===== src/rtl/uart_pkg.sv =====
// -----------------------------------------------------------------------------
// uart_pkg
// Shared UART definitions used by uart_tx and uart_rx.
//   - uart_state_e : FSM state encoding, identical on both sides of the link
//   - DATA_BITS    : data bits per frame
//   - even_parity  : parity helper for the optional 8E1 frame format
// -----------------------------------------------------------------------------
package uart_pkg;

   typedef enum logic [2:0] {
      ST_IDLE    = 3'b000,
      ST_START   = 3'b001,
      ST_DATA    = 3'b010,
      ST_STOP    = 3'b011,
      ST_CLEANUP = 3'b100,
      ST_PARITY  = 3'b101
   } uart_state_e;

   localparam int unsigned DATA_BITS    = 8;
   localparam logic [2:0]  LAST_BIT_IDX = 3'(DATA_BITS - 1);

   // Even parity: the parity bit makes the total count of ones even.
   function automatic logic even_parity(input logic [7:0] data);
      return ^data;
   endfunction

endpackage


===== src/rtl/uart_baud_tick.sv =====
// -----------------------------------------------------------------------------
// uart_baud_tick
// Bit-period counter. Counts 0..CLKS_PER_BIT-1 while enabled and flags the
// terminal count so the FSM can advance to the next bit.
// Ports:
//   clk    : system clock, rising edge
//   rst_n  : asynchronous active-low reset
//   clear  : forces the count to 0 (held while the FSM is not timing a bit)
//   enable : count while high
//   tick   : one-cycle pulse on the last cycle of a bit period
// -----------------------------------------------------------------------------
module uart_baud_tick #(
   parameter int CLKS_PER_BIT = 217
) (
   input  logic clk,
   input  logic rst_n,
   input  logic clear,
   input  logic enable,
   output logic tick
);

   localparam int CNT_W = (CLKS_PER_BIT > 1) ? $clog2(CLKS_PER_BIT) : 1;
   localparam logic [CNT_W-1:0] LAST_CNT = CNT_W'(CLKS_PER_BIT - 1);

   logic [CNT_W-1:0] cnt_r;

   // tick stays combinational on purpose: it is internal only, and the FSM must
   // see it during the last cycle of the bit so the next bit starts on time.
   assign tick = enable && (cnt_r == LAST_CNT);

   // Bit-period counter; the reload on tick keeps it from ever wrapping.
   always_ff @(posedge clk or negedge rst_n) begin
      if (!rst_n) begin
         cnt_r <= '0;
      end else if (clear || tick) begin
         cnt_r <= '0;
      end else if (enable) begin
         cnt_r <= cnt_r + CNT_W'(1);
      end else begin
         cnt_r <= cnt_r;
      end
   end

endmodule


===== src/rtl/uart_tx.sv =====
// -----------------------------------------------------------------------------
// uart_tx
// UART transmitter: sends one byte per accepted tx_start as an 8N1 frame
// (8E1 when UART_TX_PARITY_EN is defined), LSB first, CLKS_PER_BIT clocks per
// bit. The line idles high.
// Ports:
//   clk       : system clock, rising edge
//   rst_n     : asynchronous active-low reset
//   tx_start  : transmit request, only sampled while idle
//   tx_byte   : byte to send, captured when tx_start is accepted
//   tx_serial : serial TX line (registered)
//   tx_busy   : high for every state except IDLE (registered)
//   tx_done   : one-cycle pulse after the stop bit (registered)
// Build option: UART_TX_PARITY_EN adds an even-parity bit after the data bits.
// -----------------------------------------------------------------------------
module uart_tx
   import uart_pkg::*;
#(
   parameter int CLKS_PER_BIT = 217
) (
   input  logic       clk,
   input  logic       rst_n,
   input  logic       tx_start,
   input  logic [7:0] tx_byte,
   output logic       tx_serial,
   output logic       tx_busy,
   output logic       tx_done
);

   uart_state_e state_r, state_s;
   logic [2:0]  bit_idx_r, bit_idx_s;
   logic [7:0]  shift_r, shift_s;
   logic        tx_serial_r, tx_busy_r, tx_done_r;
   logic        serial_s, busy_s, done_s;
   logic        tick_s, baud_en_s, baud_clear_s;

   uart_baud_tick #(
      .CLKS_PER_BIT (CLKS_PER_BIT)
   ) u_baud_tick (
      .clk    (clk),
      .rst_n  (rst_n),
      .clear  (baud_clear_s),
      .enable (baud_en_s),
      .tick   (tick_s)
   );

   // Next-state, datapath and next-output decode.
   always_comb begin
      state_s   = state_r;
      bit_idx_s = bit_idx_r;
      shift_s   = shift_r;
      baud_en_s = 1'b0;
      case (state_r)
         ST_IDLE: begin
            bit_idx_s = 3'd0;
            if (tx_start) begin
               shift_s = tx_byte;
               state_s = ST_START;
            end else begin
               state_s = ST_IDLE;
            end
         end
         ST_START: begin
            baud_en_s = 1'b1;
            if (tick_s) begin
               state_s = ST_DATA;
            end else begin
               state_s = ST_START;
            end
         end
         ST_DATA: begin
            baud_en_s = 1'b1;
            if (tick_s && (bit_idx_r == LAST_BIT_IDX)) begin
               bit_idx_s = 3'd0;
`ifdef UART_TX_PARITY_EN
               state_s   = ST_PARITY;
`else
               state_s   = ST_STOP;
`endif
            end else if (tick_s) begin
               bit_idx_s = bit_idx_r + 3'd1;
            end else begin
               bit_idx_s = bit_idx_r;
            end
         end
`ifdef UART_TX_PARITY_EN
         ST_PARITY: begin
            baud_en_s = 1'b1;
            if (tick_s) begin
               state_s = ST_STOP;
            end else begin
               state_s = ST_PARITY;
            end
         end
`endif
         ST_STOP: begin
            baud_en_s = 1'b1;
            if (tick_s) begin
               state_s = ST_CLEANUP;
            end else begin
               state_s = ST_STOP;
            end
         end
         ST_CLEANUP: begin
            state_s = ST_IDLE;
         end
         default: begin
            state_s   = ST_IDLE;
            bit_idx_s = 3'd0;
         end
      endcase

      baud_clear_s = !baud_en_s;

      // Outputs are decoded from the next state so the registered line changes
      // on the same edge as the state, with no extra cycle of latency.
      case (state_s)
         ST_START:  serial_s = 1'b0;
         ST_DATA:   serial_s = shift_s[bit_idx_s];
`ifdef UART_TX_PARITY_EN
         ST_PARITY: serial_s = even_parity(shift_s);
`endif
         ST_IDLE:   serial_s = 1'b1;
         ST_STOP:   serial_s = 1'b1;
         ST_CLEANUP: serial_s = 1'b1;
         default:   serial_s = 1'b1;
      endcase
      busy_s = (state_s != ST_IDLE);
      done_s = (state_s == ST_CLEANUP);
   end

   // State, datapath and output registers.
   always_ff @(posedge clk or negedge rst_n) begin
      if (!rst_n) begin
         state_r     <= ST_IDLE;
         bit_idx_r   <= 3'd0;
         shift_r     <= 8'h00;
         tx_serial_r <= 1'b1;
         tx_busy_r   <= 1'b0;
         tx_done_r   <= 1'b0;
      end else begin
         state_r     <= state_s;
         bit_idx_r   <= bit_idx_s;
         shift_r     <= shift_s;
         tx_serial_r <= serial_s;
         tx_busy_r   <= busy_s;
         tx_done_r   <= done_s;
      end
   end

   assign tx_serial = tx_serial_r;
   assign tx_busy   = tx_busy_r;
   assign tx_done   = tx_done_r;

endmodule


===== config.mk =====
export PLATFORM = sky130hd
export DESIGN_NAME = uart_tx
export DESIGN_NICKNAME = d
export VERILOG_FILES = /design/src/rtl/uart_pkg.sv /design/src/rtl/uart_baud_tick.sv /design/src/rtl/uart_tx.sv
export SDC_FILE = /design/constraint.sdc
export NUM_CORES = 1
export LEC_CHECK = 0
export ABC_AREA = 1
export CAP_MARGIN = 30
export CORE_MARGIN = 1
export CORE_UTILIZATION = 50
export CTS_BUF_LIST = sky130_fd_sc_hd__clkbuf_8
export CTS_CLUSTER_DIAMETER = 50
export DETAILED_ROUTE_END_ITERATION = 10
export PLACE_DENSITY = 0.72
export SLEW_MARGIN = 10
export SYNTH_ARGS = -nofsm -noshare
export SYNTH_HDL_FRONTEND = slang
export SYNTH_SLANG_ARGS = --single-unit

===== constraint.sdc =====
create_clock -name clk -period 3.6 [get_ports clk]
set_input_delay 0.9 -clock clk [delete_from_list [all_inputs] [get_ports clk]]
set_output_delay 0.9 -clock clk [all_outputs]
set_load 0.01 [all_outputs]

==> results of run 1 <==
[placed cells by master, fill, tap and decap left out, drive strengths merged, types with 2 or more instances in the layout]
cell type       n
o21ai           6
nand2          48
ha              4
nand3          12
o21bai          2
a21oi           4
clkdlybuf4s50  13
nor4            2
nor2           17
dfrtp          24
inv            20
nor3            6
nor3b           4
clkbuf          3
[metal layers]
metal | global-route usage [%] | vias up | wire [um]
met1 | 24.18 | 477 | 1081
li1 | - | 540 | -
met5 | 0 | - | 0
met3 | 3.448 | 4 | 62
met4 | 9.211 | 0 | 24
met2 | 35.44 | 17 | 1261
[final cells by class]
| class | instances | area [sq um] |
|---|---|---|
| Inverter | 20 | 76.32 |
| Multi-Input combinational cell | 111 | 583.1 |
| Timing Repair Buffer | 14 | 137.6 |
| Clock inverter | 1 | 3.754 |
| Sequential cell | 25 | 626.9 |
| Tap cell | 30 | 37.54 |
| Clock buffer | 3 | 41.29 |
| Fill cell | 230 | 948.4 |
[logic make-up after synthesis]
family	share of synthesized area (%)
compound gates	6.576
simple gates	33.95
flops	48.45
xor+xnor	0.6771
fa+ha+maj	3.869
buf+inv	6.480
[registers in the layout, summed over array words and instances, names as in the netlist]
signal	count
shift_r	8
u_baud_tick.cnt_r	8
bit_idx_r	3
state_r	3
tx_busy	1
tx_done	1
tx_serial	1
[metrics by stage]
| step | instances | total power, uW | util (%) |
|---|---|---|---|
| floorplan | 157 | 286.2 | - |
| global placement | 200 | 303.6 | 59.53 |
| detailed placement | 200 | 303.6 | 59.53 |
| CTS | 204 | 463.0 | 61.37 |
| global route | 204 | 478.0 | 61.37 |
| finish | 204 | 456.4 | 61.37 |
[path summary, 6_finish.rpt]
kind                                       from                    to  slack [ps]  cells past startpoint
hold / removal             u_baud_tick.cnt_r[0]  u_baud_tick.cnt_r[0]         470                      1
setup reg to reg           u_baud_tick.cnt_r[0]               tx_busy        1690                     10
min in group asynchronous                 rst_n  u_baud_tick.cnt_r[2]         990                      2
max in group asynchronous                 rst_n             tx_serial        2320                      2
hold reg to reg            u_baud_tick.cnt_r[0]  u_baud_tick.cnt_r[0]         470                      1
setup / recovery                      tx_serial             tx_serial        1390                      1
[where the power goes]
group / switching [uW] / total [uW] / internal [uW]
registers: 0 / 281 / 281
clock network: 82.7 / 159 / 76.1
logic: 6.91 / 17.0 / 10.1
==> results.py, run 1 <==
metrics = {
    "outcome": {
        "status": "complete, no violations",
    },
    "place": {
        "dp_slack_ps": 1195,
        "placed_cell_area_sq_um": 1461,
        "place.gp.congestion": 0.8702,
        "port_buffers": 13,
        "dp.final_hpwl_mm": 1.914,
    },
    "clock_tree": {
        "cts_max_path_buffers": 2,
        "clk-insertion-delay-late_ps": 260,
        "cts_tree": "built",
        "clock_sinks": 25,
        "cts_hold_buf": 0,
        "cts_buffers": 3,
        "clkTransAtPathRegs_ps": 80,
        "cts-resized-gates": 0,
        "ctsHtreeMaxLevel": 1,
        "cts_root_buf": "clkbuf_8",
        "post_cts_buffers": 0,
    },
    "sta": {
        "fin_setup_tns_ps": 0,
        "finClkSkew_ps": 3.378,
        "slew_violations": 0,
        "worst_slack_ps": 1394,
        "min_period_over_period_pct": 61.29,
        "hold_viol_final": 0,
        "fin_hold_ws_ps": 466.7,
        "rsz0062_at_grt": "false",
        "period_needed_ps": 2206,
        "max_slew_margin_pct": 77.21,
        "fmax_ghz": 0.4532,
        "setup_viol": 0,
        "tightest_slew_ps": 341.8,
    },
    "global_route": {
        "grt_overflow": 0,
        "grt_pass1_wl_mm": 4.029,
        "antenna_found_initial": 0,
        "grt_usage_pct": 20.33,
        "grt_pass1_vias": 989,
        "grt_max_degree": 26,
    },
    "synthesis": {
        "syn_area_sq_um": 1294,
        "async_reset_ff_share_pct": 100.0,
        "synth_fp_nets": 172,
        "synth_commonest_cells": "nand2_1 (45), dfrtp_1 (24), inv_1 (16)",
        "ys_ff_latch": 25,
        "ys_types": 28,
        "synth_warnings": 0,
        "synth_top_area_cell": "dfrtp_1",
        "synthFlopType": "dfrtp_1",
        "ys_seq_area_share_pct": 48.45,
        "yosys-top-cells-area": "dfrtp_1 (46%), nand2_1 (13%), inv_1 (4.6%)",
        "synthCells": 157,
        "yosysMostFrequentCell": "nand2_1",
        "avgSynthCellArea_sq_um": 8.240,
        "synth_edf_count": 0,
        "yosysTopAreaCellShare_pct": 46.42,
    },
    "routing": {
        "vias": 1038,
        "wirelength_mm": 2.429,
        "vias_per_cell": 5.088,
        "drcViolationCount": 0,
        "ant_nets": 0,
        "avgRoutedWirePerCell_um": 11.91,
        "drt_iter0_markers": 13,
        "first_pass_iters": 4,
    },
    "power": {
        "power_density_nw_per_um2": 303.0,
        "power.static_leakage_uw": 0.0007219,
        "ir_drop_uv": 276.1,
    },
    "worst_setup_path": {
        "criticalPathCategory": "reg2out",
        "cp.required_ps": 2700,
        "crit_buf_inv": 1,
        "crit_path_max_fanout": 1,
        "crit_family": "flip-flops",
        "slowest_stage": "dfstp_2",
        "worstPathCellList": "clkdlybuf4s50_1",
        "slowest_delay_ps": 520,
        "arrival_ps": 1310,
        "startpoint_type": "flip-flop",
        "end_kind": "primary output",
    },
    "floorplanning": {
        "core_sq_um": 2455,
        "rows": 18,
        "die_y_um": 52.87,
        "die_x_um": 52.87,
        "io_pins": 14,
        "initial_core_util_pct": 52.70,
        "die_area_sq_um": 2795,
    },
    "final_layout": {
        "layout-drive-gt1-share_pct": 11.49,
        "diodes": 0,
        "area_growth_pct": 16.44,
        "fin_nets": 190,
        "final_area_sq_um": 1506,
    },
    "worst_hold_path": {
        "hold_path.class": "reg2reg",
    },
    "job": {
        "maxCapViolCount": 0,
    },
}
(Power assumes the default switching activity.)
==> run 2, diff against run 1 <==
--- a/config.mk
+++ b/config.mk
@@ -12,7 +12,7 @@
 export CTS_BUF_LIST = sky130_fd_sc_hd__clkbuf_8
 export CTS_CLUSTER_DIAMETER = 50
 export DETAILED_ROUTE_END_ITERATION = 10
-export PLACE_DENSITY = 0.72
+export PLACE_DENSITY = 0.75
 export SLEW_MARGIN = 10
 export SYNTH_ARGS = -nofsm -noshare
 export SYNTH_HDL_FRONTEND = slang
==> constraint.sdc (replaced) <==
create_clock -name clk -period 1.8 [get_ports clk]
set_input_delay 0.45 -clock clk [delete_from_list [all_inputs] [get_ports clk]]
set_output_delay 0.45 -clock clk [all_outputs]
set_load 0.01 [all_outputs]
==> results.py, run 2 (synthesis results as in run 1) <==
metrics = {
    "worst_setup_path": {
        "worstPathCellList": "inv_2 -> ha_4 -> nand2_4 -> nor2_4 -> nand3_4 -> nor2_4 -> nor2_4 -> nand2_4 -> nand2_4 -> nand2_2 -> nand3_2 -> nand3_2 -> nand2_2 -> nand2_1 -> nand2_1",
        "slowest_delay_ps": 400,
        "startpoint_type": "flip-flop",
        "end_kind": "flip-flop",
        "arrival_ps": 2060,
        "criticalPathCategory": "reg2reg",
        "cp.required_ps": 2000,
        "slowest_stage": "dfrtp_1",
        "crit_path_max_fanout": 7,
    },
    "clock_tree": {
        "cts_hold_buf": 0,
        "cts_max_path_buffers": 2,
        "cts_root_buf": "clkbuf_8",
        "cts_tree": "built",
        "cts_buffers": 3,
        "ctsHtreeMaxLevel": 1,
        "clk-insertion-delay-late_ps": 260,
        "clkTransAtPathRegs_ps": 90,
        "clock_sinks": 25,
    },
    "final_layout": {
        "reg_top3": "shift_r: 8 flops, u_baud_tick.cnt_r: 8 flops",
        "most-common-layout-cells": "nand2_1 (39), dfrtp_1 (24), inv_1 (15)",
        "diodes": 0,
        "stdcell_count": 212,
        "fin_nets": 198,
        "area_growth_pct": 29.69,
        "layout-drive-gt1-share_pct": 25.27,
        "final_area_sq_um": 1678,
        "final_common_cell": "nand2_1",
    },
    "sta": {
        "worst_slack_ps": -62.24,
        "period_needed_ps": 1862,
        "tightest_slew_ps": 367.8,
        "max_slew_margin_pct": 75.26,
        "min_period_over_period_pct": 103.5,
        "hold_viol_final": 0,
        "finClkSkew_ps": 2.850,
        "fin_hold_ws_ps": 493.7,
        "fmax_ghz": 0.5370,
        "setup_viol": 2,
        "rsz0062_at_grt": "true",
        "slew_violations": 0,
    },
    "place": {
        "placed_cell_area_sq_um": 1499,
        "port_buffers": 13,
        "dp_slack_ps": -26.22,
        "place.gp.congestion": 0.8105,
        "dp_cells": 205,
        "dp.final_hpwl_mm": 1.913,
    },
    "routing": {
        "ant_nets": 0,
        "drcViolationCount": 0,
        "wirelength_mm": 2.661,
        "vias_per_cell": 5.146,
        "vias": 1091,
        "drt_iter0_markers": 19,
        "first_pass_iters": 4,
        "avgRoutedWirePerCell_um": 12.55,
    },
    "outcome": {
        "violations": "negative setup slack",
        "status": "complete, but fails checks",
    },
    "worst_hold_path": {
        "hold_path.class": "reg2reg",
    },
    "global_route": {
        "antenna_found_initial": 0,
        "grt_max_degree": 26,
        "grt_pass1_vias": 1076,
        "grt_pass1_wl_mm": 4.374,
        "grt_overflow": 0,
        "grt_usage_pct": 21.22,
    },
    "floorplanning": {
        "die_area_sq_um": 2795,
        "die_y_um": 52.87,
        "rows": 18,
        "initial_core_util_pct": 52.70,
        "die_x_um": 52.87,
        "io_pins": 14,
        "core_sq_um": 2455,
    },
    "job": {
        "maxCapViolCount": 0,
    },
    "power": {
        "total_power_uw": 916.0,
        "power.static_leakage_uw": 0.0008188,
        "ir_drop_uv": 464.6,
        "power_density_nw_per_um2": 545.9,
    },
}
-- run 2: routing by layer --
layer / GRT usage [%] / share of wire, % / wire length (um)
met5: 0 / 0 / 0
met4: 5.263 / 0.94 / 25
met3: 3.448 / 3.1 / 82
met2: 38.82 / 51 / 1364
met1: 25.50 / 45 / 1188
-- run 2: worst max-delay path, delay by kind of cell, from the launching register on --
| kind | cells | cell delay [ps] |
|---|---|---|
| and+or+nand+nor | 13 | 1160 |
| DFF | 1 | 400 |
| adders and majority gates | 1 | 140 |
| buffers and inverters | 1 | 90 |
-- run 2: through the flow --
step | util, % | TNS [ps]
6_report | 68.35 | -115.4
5_1_grt | 68.35 | -409.1
4_1_cts | 63.10 | 0
3_5_place_dp | 61.06 | -32.99
3_3_place_gp | 61.06 | -23.35
2_1_floorplan | - | 0
-- run 2: worst paths after layout --
kind / start / to / slack [ps] / cells past startpoint
setup / recovery: u_baud_tick.cnt_r[1] / tx_serial / -60 / 15
max in group asynchronous: rst_n / tx_serial / 970 / 2
min in group asynchronous: rst_n / u_baud_tick.cnt_r[4] / 540 / 2
hold reg to reg: shift_r[6] / shift_r[6] / 490 / 2
setup reg to reg: u_baud_tick.cnt_r[1] / tx_serial / -60 / 15
hold / removal: shift_r[6] / shift_r[6] / 490 / 2
-- run 2: cell type report --
cell class                 count  area (sq um)
clock inverter                 1         3.754
tap                           30         37.54
multi-input combinational    111         694.4
inverter                      20         76.32
sequential                    25         626.9
fill                         193         777.0
clock buffer                   3         41.29
timing repair buffer          22         197.7
-- run 2: report_power, final --
group | switching [uW] | internal [uW]
sequential | 0 | 561
combinational | 13.2 | 20.1
clock | 169 | 152
total | 182 | 734
-- run 2: repair_timing --
item | in CTS | in global routing
pin swaps | 0 | 13
setup buffers | 0 | 3
setup endpoints to repair | 1 | 2
gates resized for setup | 1 | 27
